==> src/rtl/qgemm_pkg.sv <==
// Shared quantized-GEMM constants, geometry helpers and packer state encoding.
// Combinational helpers only; no timing or flow-control behaviour here.
package qgemm_pkg;

  localparam int BIT_NUM_D   = 8;
  localparam int MAT_SIZE_D  = 16;
  localparam int FP_DATA_W_D = 32;
  localparam int FP_EXP_W_D  = 8;
  localparam int FP_MANT_W_D = 23;
  localparam int LANES_NUM_D = 16;
  localparam int OUT_W_D     = 512;

  function automatic int clog2(input int v);
    int r;
    r = 0;
    while ((1 << r) < v) r++;
    return r;
  endfunction

  function automatic int in_beats(input int mat_size, input int lanes_num);
    return (mat_size * mat_size) / lanes_num;
  endfunction

  function automatic int group_n(input int out_w, input int lanes_num, input int bit_num);
    return out_w / (lanes_num * bit_num);
  endfunction

  function automatic int words_n(input int mat_size, input int lanes_num, input int out_w,
                                 input int bit_num);
    return in_beats(mat_size, lanes_num) / group_n(out_w, lanes_num, bit_num);
  endfunction

  function automatic int hdr_exp_lsb(input int mat_size, input int fp_mant_w);
    return mat_size * fp_mant_w;
  endfunction

  localparam int HDR_MANT_LSB = 0;
  localparam int HDR_EXP_LSB  = hdr_exp_lsb(MAT_SIZE_D, FP_MANT_W_D);

  typedef enum logic {S_SCL, S_PACK} state_t;

endpackage

==> src/rtl/qtile_packer_if.sv <==
// Scale, quantized-beat and packed-word handshake bundle for the tile packer.
// master drives scales/beats and downstream ready; slave is the packer.
interface qtile_packer_if
  import qgemm_pkg::*;
#(
  parameter int MAT_SIZE  = MAT_SIZE_D,
  parameter int FP_EXP_W  = FP_EXP_W_D,
  parameter int FP_MANT_W = FP_MANT_W_D,
  parameter int LANES_NUM = LANES_NUM_D,
  parameter int FP_DATA_W = FP_DATA_W_D,
  parameter int OUT_W     = OUT_W_D
) ();

  logic                            scl_valid_i;
  logic                            scl_ready_o;
  logic [FP_MANT_W*MAT_SIZE-1:0]   mantissa_scale_i;
  logic [FP_EXP_W*MAT_SIZE-1:0]    exp_scale_i;
  logic                            s_valid_i;
  logic                            s_ready_o;
  logic [LANES_NUM*FP_DATA_W-1:0]  s_data_i;
  logic                            m_valid_o;
  logic                            m_ready_i;
  logic [OUT_W-1:0]                m_data_o;
  logic                            m_last_o;

  modport master (
    output scl_valid_i, mantissa_scale_i, exp_scale_i, s_valid_i, s_data_i, m_ready_i,
    input  scl_ready_o, s_ready_o, m_valid_o, m_data_o, m_last_o
  );

  modport slave (
    input  scl_valid_i, mantissa_scale_i, exp_scale_i, s_valid_i, s_data_i, m_ready_i,
    output scl_ready_o, s_ready_o, m_valid_o, m_data_o, m_last_o
  );

endinterface

==> src/rtl/qlane_narrow.sv <==
// Strips each sign-extended lane to BIT_NUM bits and flags lanes outside the signed range.
// Purely combinational; no flow control.
module qlane_narrow #(
  parameter int LANES_NUM = 16,
  parameter int FP_DATA_W = 32,
  parameter int BIT_NUM   = 8
) (
  input  logic [LANES_NUM*FP_DATA_W-1:0] wide,
  output logic [LANES_NUM*BIT_NUM-1:0]   narrow,
  output logic                           ovf
);

  logic [LANES_NUM-1:0] lane_bad;

  for (genvar li = 0; li < LANES_NUM; li++) begin : g_lane
    // sign bit of the narrow value plus everything above it must agree
    logic [FP_DATA_W-BIT_NUM:0] top_bits;
    assign top_bits = wide[li*FP_DATA_W+BIT_NUM-1 +: FP_DATA_W-BIT_NUM+1];
    assign narrow[li*BIT_NUM +: BIT_NUM] = wide[li*FP_DATA_W +: BIT_NUM];
    assign lane_bad[li] = !((&top_bits) || !(|top_bits));
  end

  assign ovf = |lane_bad;

endmodule

==> src/rtl/qtile_packer.sv <==
// Frames one tile as a scale header plus packed quantized words behind a single output register.
// Words appear one cycle after the completing input; inputs stall while the register holds an unaccepted word.
module qtile_packer
  import qgemm_pkg::*;
#(
  parameter int BIT_NUM   = BIT_NUM_D,
  parameter int MAT_SIZE  = MAT_SIZE_D,
  parameter int FP_DATA_W = FP_DATA_W_D,
  parameter int FP_EXP_W  = FP_EXP_W_D,
  parameter int FP_MANT_W = FP_MANT_W_D,
  parameter int LANES_NUM = LANES_NUM_D,
  parameter int OUT_W     = OUT_W_D
) (
  input  logic                 clk,
  input  logic                 rstnn,
  qtile_packer_if.slave        bus,
  output logic                 ovf_o,
  input  logic                 ovf_clr_i,
  output logic [15:0]          tile_cnt_o
);

  localparam int BEAT_PW = LANES_NUM * BIT_NUM;
  localparam int GROUP   = group_n(OUT_W, LANES_NUM, BIT_NUM);
  localparam int WORDS   = words_n(MAT_SIZE, LANES_NUM, OUT_W, BIT_NUM);
  localparam int EXP_LSB = hdr_exp_lsb(MAT_SIZE, FP_MANT_W);
  localparam int BG_W    = (clog2(GROUP) > 0) ? clog2(GROUP) : 1;
  localparam int WC_W    = (clog2(WORDS) > 0) ? clog2(WORDS) : 1;

  if ((OUT_W % BEAT_PW) != 0 ||
      (in_beats(MAT_SIZE, LANES_NUM) % GROUP) != 0 ||
      MAT_SIZE * (FP_EXP_W + FP_MANT_W) > OUT_W) begin : g_bad_cfg
    $fatal(1, "qtile_packer: inconsistent geometry parameters");
  end

  state_t            state;
  logic [BG_W-1:0]   beat_in_group;
  logic [WC_W-1:0]   word_cnt;
  logic [OUT_W-1:0]  accumulator;
  logic              m_valid;
  logic [OUT_W-1:0]  m_data;
  logic              m_last;

  logic [BEAT_PW-1:0] narrow;
  logic               lane_ovf;
  logic               slot_free;
  logic               scl_fire;
  logic               beat_fire;
  logic               group_done;
  logic               tile_done;
  logic [OUT_W-1:0]   merged;
  logic [OUT_W-1:0]   header;

  qlane_narrow #(
    .LANES_NUM (LANES_NUM),
    .FP_DATA_W (FP_DATA_W),
    .BIT_NUM   (BIT_NUM)
  ) u_narrow (
    .wide   (bus.s_data_i),
    .narrow (narrow),
    .ovf    (lane_ovf)
  );

  assign slot_free       = !m_valid || bus.m_ready_i;
  assign bus.scl_ready_o = (state == S_SCL) && slot_free;
  assign bus.s_ready_o   = (state == S_PACK) && slot_free;
  assign scl_fire        = bus.scl_valid_i && bus.scl_ready_o;
  assign beat_fire       = bus.s_valid_i && bus.s_ready_o;
  assign group_done      = (beat_in_group == BG_W'(GROUP - 1));
  assign tile_done       = (word_cnt == WC_W'(WORDS - 1));

  always_comb begin
    header = '0;
    header[HDR_MANT_LSB +: MAT_SIZE*FP_MANT_W] = bus.mantissa_scale_i;
    header[EXP_LSB +: MAT_SIZE*FP_EXP_W]       = bus.exp_scale_i;
  end

  // the completing beat is merged here so the full word loads without an extra cycle
  always_comb begin
    merged = accumulator;
    merged[int'(beat_in_group)*BEAT_PW +: BEAT_PW] = narrow;
  end

  always_ff @(posedge clk or negedge rstnn) begin
    if (!rstnn) begin
      state         <= S_SCL;
      beat_in_group <= '0;
      word_cnt      <= '0;
      accumulator   <= '0;
      m_valid       <= 1'b0;
      m_data        <= '0;
      m_last        <= 1'b0;
      ovf_o         <= 1'b0;
      tile_cnt_o    <= '0;
    end else begin
      if (m_valid && bus.m_ready_i) begin
        m_valid <= 1'b0;
        if (m_last) tile_cnt_o <= tile_cnt_o + 16'd1;
      end

      case (state)
        S_SCL: begin
          if (scl_fire) begin
            m_data  <= header;
            m_valid <= 1'b1;
            m_last  <= 1'b0;
            state   <= S_PACK;
          end
        end
        S_PACK: begin
          if (beat_fire) begin
            if (group_done) begin
              m_data        <= merged;
              m_valid       <= 1'b1;
              m_last        <= tile_done;
              accumulator   <= '0;
              beat_in_group <= '0;
              if (tile_done) begin
                word_cnt <= '0;
                state    <= S_SCL;
              end else begin
                word_cnt <= word_cnt + WC_W'(1);
              end
            end else begin
              accumulator   <= merged;
              beat_in_group <= beat_in_group + BG_W'(1);
            end
          end
        end
        default: state <= S_SCL;
      endcase

      if (beat_fire && lane_ovf) ovf_o <= 1'b1;
      else if (ovf_clr_i)        ovf_o <= 1'b0;
    end
  end

  assign bus.m_valid_o = m_valid;
  assign bus.m_data_o  = m_data;
  assign bus.m_last_o  = m_last;

endmodule

==> src/flat_wrapper.sv <==
// flat-port wrapper written by rule: the top's interface ports become plain ports
module qtile_packer_flat import qgemm_pkg::*;
#(
  parameter int BIT_NUM   = BIT_NUM_D,
  parameter int MAT_SIZE  = MAT_SIZE_D,
  parameter int FP_DATA_W = FP_DATA_W_D,
  parameter int FP_EXP_W  = FP_EXP_W_D,
  parameter int FP_MANT_W = FP_MANT_W_D,
  parameter int LANES_NUM = LANES_NUM_D,
  parameter int OUT_W     = OUT_W_D
)
  (clk, rstnn, ovf_o, ovf_clr_i, tile_cnt_o, bus_scl_valid_i, bus_mantissa_scale_i, bus_exp_scale_i, bus_s_valid_i, bus_s_data_i, bus_m_ready_i, bus_scl_ready_o, bus_s_ready_o, bus_m_valid_o, bus_m_data_o, bus_m_last_o);
  qtile_packer_if #(.MAT_SIZE(MAT_SIZE), .FP_EXP_W(FP_EXP_W), .FP_MANT_W(FP_MANT_W), .LANES_NUM(LANES_NUM), .FP_DATA_W(FP_DATA_W), .OUT_W(OUT_W)) bus_i ();
  input  logic clk;
  input  logic rstnn;
  output logic ovf_o;
  input  logic ovf_clr_i;
  output logic [15:0] tile_cnt_o;
  input wire logic [$bits(bus_i.scl_valid_i)-1:0] bus_scl_valid_i;
  input wire logic [$bits(bus_i.mantissa_scale_i)-1:0] bus_mantissa_scale_i;
  input wire logic [$bits(bus_i.exp_scale_i)-1:0] bus_exp_scale_i;
  input wire logic [$bits(bus_i.s_valid_i)-1:0] bus_s_valid_i;
  input wire logic [$bits(bus_i.s_data_i)-1:0] bus_s_data_i;
  input wire logic [$bits(bus_i.m_ready_i)-1:0] bus_m_ready_i;
  output wire logic [$bits(bus_i.scl_ready_o)-1:0] bus_scl_ready_o;
  output wire logic [$bits(bus_i.s_ready_o)-1:0] bus_s_ready_o;
  output wire logic [$bits(bus_i.m_valid_o)-1:0] bus_m_valid_o;
  output wire logic [$bits(bus_i.m_data_o)-1:0] bus_m_data_o;
  output wire logic [$bits(bus_i.m_last_o)-1:0] bus_m_last_o;
  assign bus_i.scl_valid_i = bus_scl_valid_i;
  assign bus_i.mantissa_scale_i = bus_mantissa_scale_i;
  assign bus_i.exp_scale_i = bus_exp_scale_i;
  assign bus_i.s_valid_i = bus_s_valid_i;
  assign bus_i.s_data_i = bus_s_data_i;
  assign bus_i.m_ready_i = bus_m_ready_i;
  assign bus_scl_ready_o = bus_i.scl_ready_o;
  assign bus_s_ready_o = bus_i.s_ready_o;
  assign bus_m_valid_o = bus_i.m_valid_o;
  assign bus_m_data_o = bus_i.m_data_o;
  assign bus_m_last_o = bus_i.m_last_o;
  qtile_packer #(.BIT_NUM(BIT_NUM), .MAT_SIZE(MAT_SIZE), .FP_DATA_W(FP_DATA_W), .FP_EXP_W(FP_EXP_W), .FP_MANT_W(FP_MANT_W), .LANES_NUM(LANES_NUM), .OUT_W(OUT_W)) u_core (.clk(clk), .rstnn(rstnn), .bus(bus_i), .ovf_o(ovf_o), .ovf_clr_i(ovf_clr_i), .tile_cnt_o(tile_cnt_o));
endmodule
==> config.mk <==
export PLATFORM = sky130hd
export DESIGN_NAME = qtile_packer_flat
export DESIGN_NICKNAME = d
export VERILOG_FILES = /design/src/rtl/qgemm_pkg.sv /design/src/rtl/qtile_packer_if.sv /design/src/rtl/qlane_narrow.sv /design/src/rtl/qtile_packer.sv /design/src/flat_wrapper.sv
export SDC_FILE = /design/constraint.sdc
export NUM_CORES = 2
export LEC_CHECK = 0
export ABC_AREA = 1
export CORE_AREA = 5 5 594 596
export CTS_CLUSTER_DIAMETER = 100
export DETAILED_ROUTE_END_ITERATION = 10
export DIE_AREA = 0 0 599 601
export DONT_BUFFER_PORTS = 1
export HOLD_SLACK_MARGIN = 0.03
export PLACE_DENSITY = 0.34
export REMOVE_ABC_BUFFERS = 1
export SYNTH_ARGS = -nofsm -noshare
export SYNTH_HDL_FRONTEND = slang
export SYNTH_SLANG_ARGS = --single-unit
==> constraint.sdc <==
create_clock -name clk -period 7.32 [get_ports clk]
set_input_delay 0.366 -clock clk [delete_from_list [all_inputs] [get_ports clk]]
set_output_delay 0.366 -clock clk [all_outputs]
set_load 0.05 [all_outputs]
==> out/summary.txt <==
status - complete, no violations
die area - 360000 µm²
Area Growth Syn to Fin - 40.0%
fin. max-slew vios - 0
Die W - 599 µm
count of buffer and inverter cells on the critical path - 4
total core area - 348000 µm²
Final Cycle Share - 75.5%
worst-case clock buffer depth - 4
worst-margin pin slew - 1360 ps
setup TNS - 0 ps
Area after DPL - 56000 µm²
vias per cell - 4.36
Slew HR - 9.43%
slowest stage delay, CP - 840 ps
WP data arrival - 6260 ps
CP Capture Type - flop
Hold Path Class - in -> reg
fmax - 181 MHz
worst reg2reg path startpoint - u_core.state
internal reg-to-reg setup slack - 1790 ps
Crit Path Class - reg -> reg
synth unique cells - 32
buffers added on ports - 0
capture point of the worst reg-to-reg path - u_core.bus.m_data_o[158]
share of cells above drive strength 1 - 4.37%
Clock Sinks - 1048
leading cell types by count after synthesis - nand2_1 (1820), dfrtp_1 (1048), nor2_1 (685)
share of total power in sequential cells - 43.7%
Hold Path End - u_core.accumulator[180]
cts hold-fix bufs - 1095
share of the synthesized area in the top cell type - 51.1%
Fin. Hold Viols - 0
crit-path max FO - 92
largest area contributor in the synthesized netlist - dfrtp_1
Mapped Cells - 6449
Design Area, Final - 71800 µm²
Placer Congestion - 0.924
syn_area_per_cell - 7.95 µm²
power share of the combinational group - 35.8%
max_cap viols - 0
Iter 0 DRT Violations - 4760
Seq/Total Area, Yosys - 51.1%
Final ANT Viol Nets - 0
clock share of power - 20.4%
internal power - 17500 µW
Max H-tree Level - 4
Hold Path Origin - bus_s_data_i[196]
family with the most delay on the worst path - simple AND/OR/NAND/NOR gates
synth top area cells - dfrtp_1 (51%), nand2_1 (13%), nor2_1 (5.0%), o21ai_0 (5.0%), a31oi_1 (4.5%)
switching share of power - 51.3%
# IOs - 1547
CTS tree - yes
Overflow after GRT - 0
# DRC - 0
unrepaired setup endpoints after global routing - no
first-pass GRT wire length - 415000 µm
post-layout min period - 5530 ps
DR WL/cell - 24.7 µm
Pleak - 0.0285 µW
Yosys reg bits - 1048
Post-CTS Setup Inserts - 0
CTS Buf Count - 147
final core occ - 20.7%
antenna violations before repair - 54
Row Count - 217
Reg clk slew, reported paths - 50 ps
Warnings, synthesis - 0
Startpoint Class - flop
worst skew pair latency - 810 ps
Synth async-reset ratio - 100%
number of global-route vias before repair - 53000
Post-synth EDFFs - 0
largest net degree at the start of global routing - 216
Peak VDD IR - 231 µV
Root Buffer - clkbuf_16
Synth Cell Area - 51300 µm²
die height - 601 µm
Setup Skew - 37.5 ps
TritonRoute pass-1 iters - 8
Sw Pwr - 18400 µW
routed via count - 52300
Global Route Usage Sum - 15.7%
Tot Pwr - 35900 µW
count leader, synth - nand2_1
WHS Path Cells - 2
worst-path cell chain - inv_8 -> nor2_4 -> nand2_8 -> nor2_4 -> inv_8 -> nand2_8 -> buf_4 -> o211ai_1 -> dlygate4sd3_1 -> nand2_1
final setup violation count - 0
Post-Route WL - 297000 µm
Power Density - 500 nW/µm²
FF-to-FF path depth - 10
Synth Flop Type - dfrtp_1
Final nets - 8305
slowest cell on the critical path - buf_4
effective utilization at floorplan - 14.8%
post-DP HPWL - 207000 µm
cts repair resizes - 0
WP data required - 8050 ps
-- registers in the layout (all words and copies together) (netlist names) --
register	cells
u_core.beat_in_group	2
u_core.state	1
u_core.accumulator	512
u_core.bus.m_valid_o	1
u_core.bus.m_last_o	1
u_core.bus.m_data_o	512
u_core.tile_cnt_o	16
u_core.word_cnt	2
u_core.ovf_o	1
-- worst max-delay path by stage --
stage	start	to	slack, ps	depth (start not counted)
final	u_core.state	u_core.bus.m_data_o[158]	1790	10
after detailed placement	u_core.state	u_core.bus.m_data_o[172]	2280	9
after global routing	u_core.state	u_core.bus.m_data_o[158]	1400	10
after floorplan	u_core.state	u_core.accumulator[128]	-22920	6
after global placement	u_core.state	u_core.bus.m_data_o[172]	2390	9
after CTS	u_core.state	u_core.bus.m_data_o[214]	1710	11
-- cell type report --
class	count	area [µm²]
Multi-Input combinational cell	4331	20900
Clock buffer	207	4190
Fill cell	38900	276000
Clock inverter	43	566
Antenna cell	25	62.6
Timing Repair Buffer	1178	11900
Sequential cell	1048	26200
Inverter	577	2210
Tap cell	4599	5750
-- through the flow --
stage | hold slack [ps] | instances | setup slack, ps
after global routing | 62.1 | 12000 | 1400
after global placement | 75.6 | 10600 | 2390
final | 92.7 | 12000 | 1790
after CTS | 51.4 | 12000 | 1710
after detailed placement | 75.5 | 10600 | 2280
after floorplan | 70.4 | 5956 | -22920
-- worst reg2reg max path, delay by kind of cell (launching register included) --
kind,cells,cell delay [ps]
AOI/OAI and AO/OA,1,290
buffers and inverters,4,2070
and+or+nand+nor,5,2280
DFF,1,810
-- power groups by stage --
stage	Sequential (µW)	Clock (µW)	Combinational (µW)
global placement	15900	0	10300
floorplan	14200	0	6520
CTS	15800	7620	13000
finish	15700	7340	12900
detailed placement	15900	0	10500
global route	16000	7810	14200
-- kinds of logic after synthesis --
family	after synthesis	synth area share (%)
AOI/OAI and AO/OA	1528	18.9
xor gates and xnor gates	15	0.256
adders and majority gates	8	0.195
buffers and inverters	1070	8.30
DFF	1048	51.1
muxes	1	0.0220
and+or+nand+nor	2779	21.2
-- cell usage in the layout, fill, tap and decap left out, drive strengths merged --
master	n
a21oi	1
a31oi	368
a32oi	128
and2	7
buf	84
bufinv	9
clkbuf	207
clkinv	20
clkinvlp	4
dfrtp	1048
diode	25
dlygate4sd3	1094
ha	8
inv	587
mux2	1
nand2	1822
nand3	214
nand4	29
nor2	689
nor3	18
o211ai	128
o21a	1
o21ai	518
o22ai	256
o32ai	128
xnor2	7
xor2	8
-- metal layers --
metal	up-vias	wire [µm]	share of wire (%)	GRT usage (%)
met2	1975	144000	48	26.7
met1	26500	124000	42	19.8
li1	23300	-	-	-
met4	22	10000	3.4	5.13
met5	-	164	0.055	0
met3	425	19100	6.4	3.14
(Power assumes the default switching activity.)
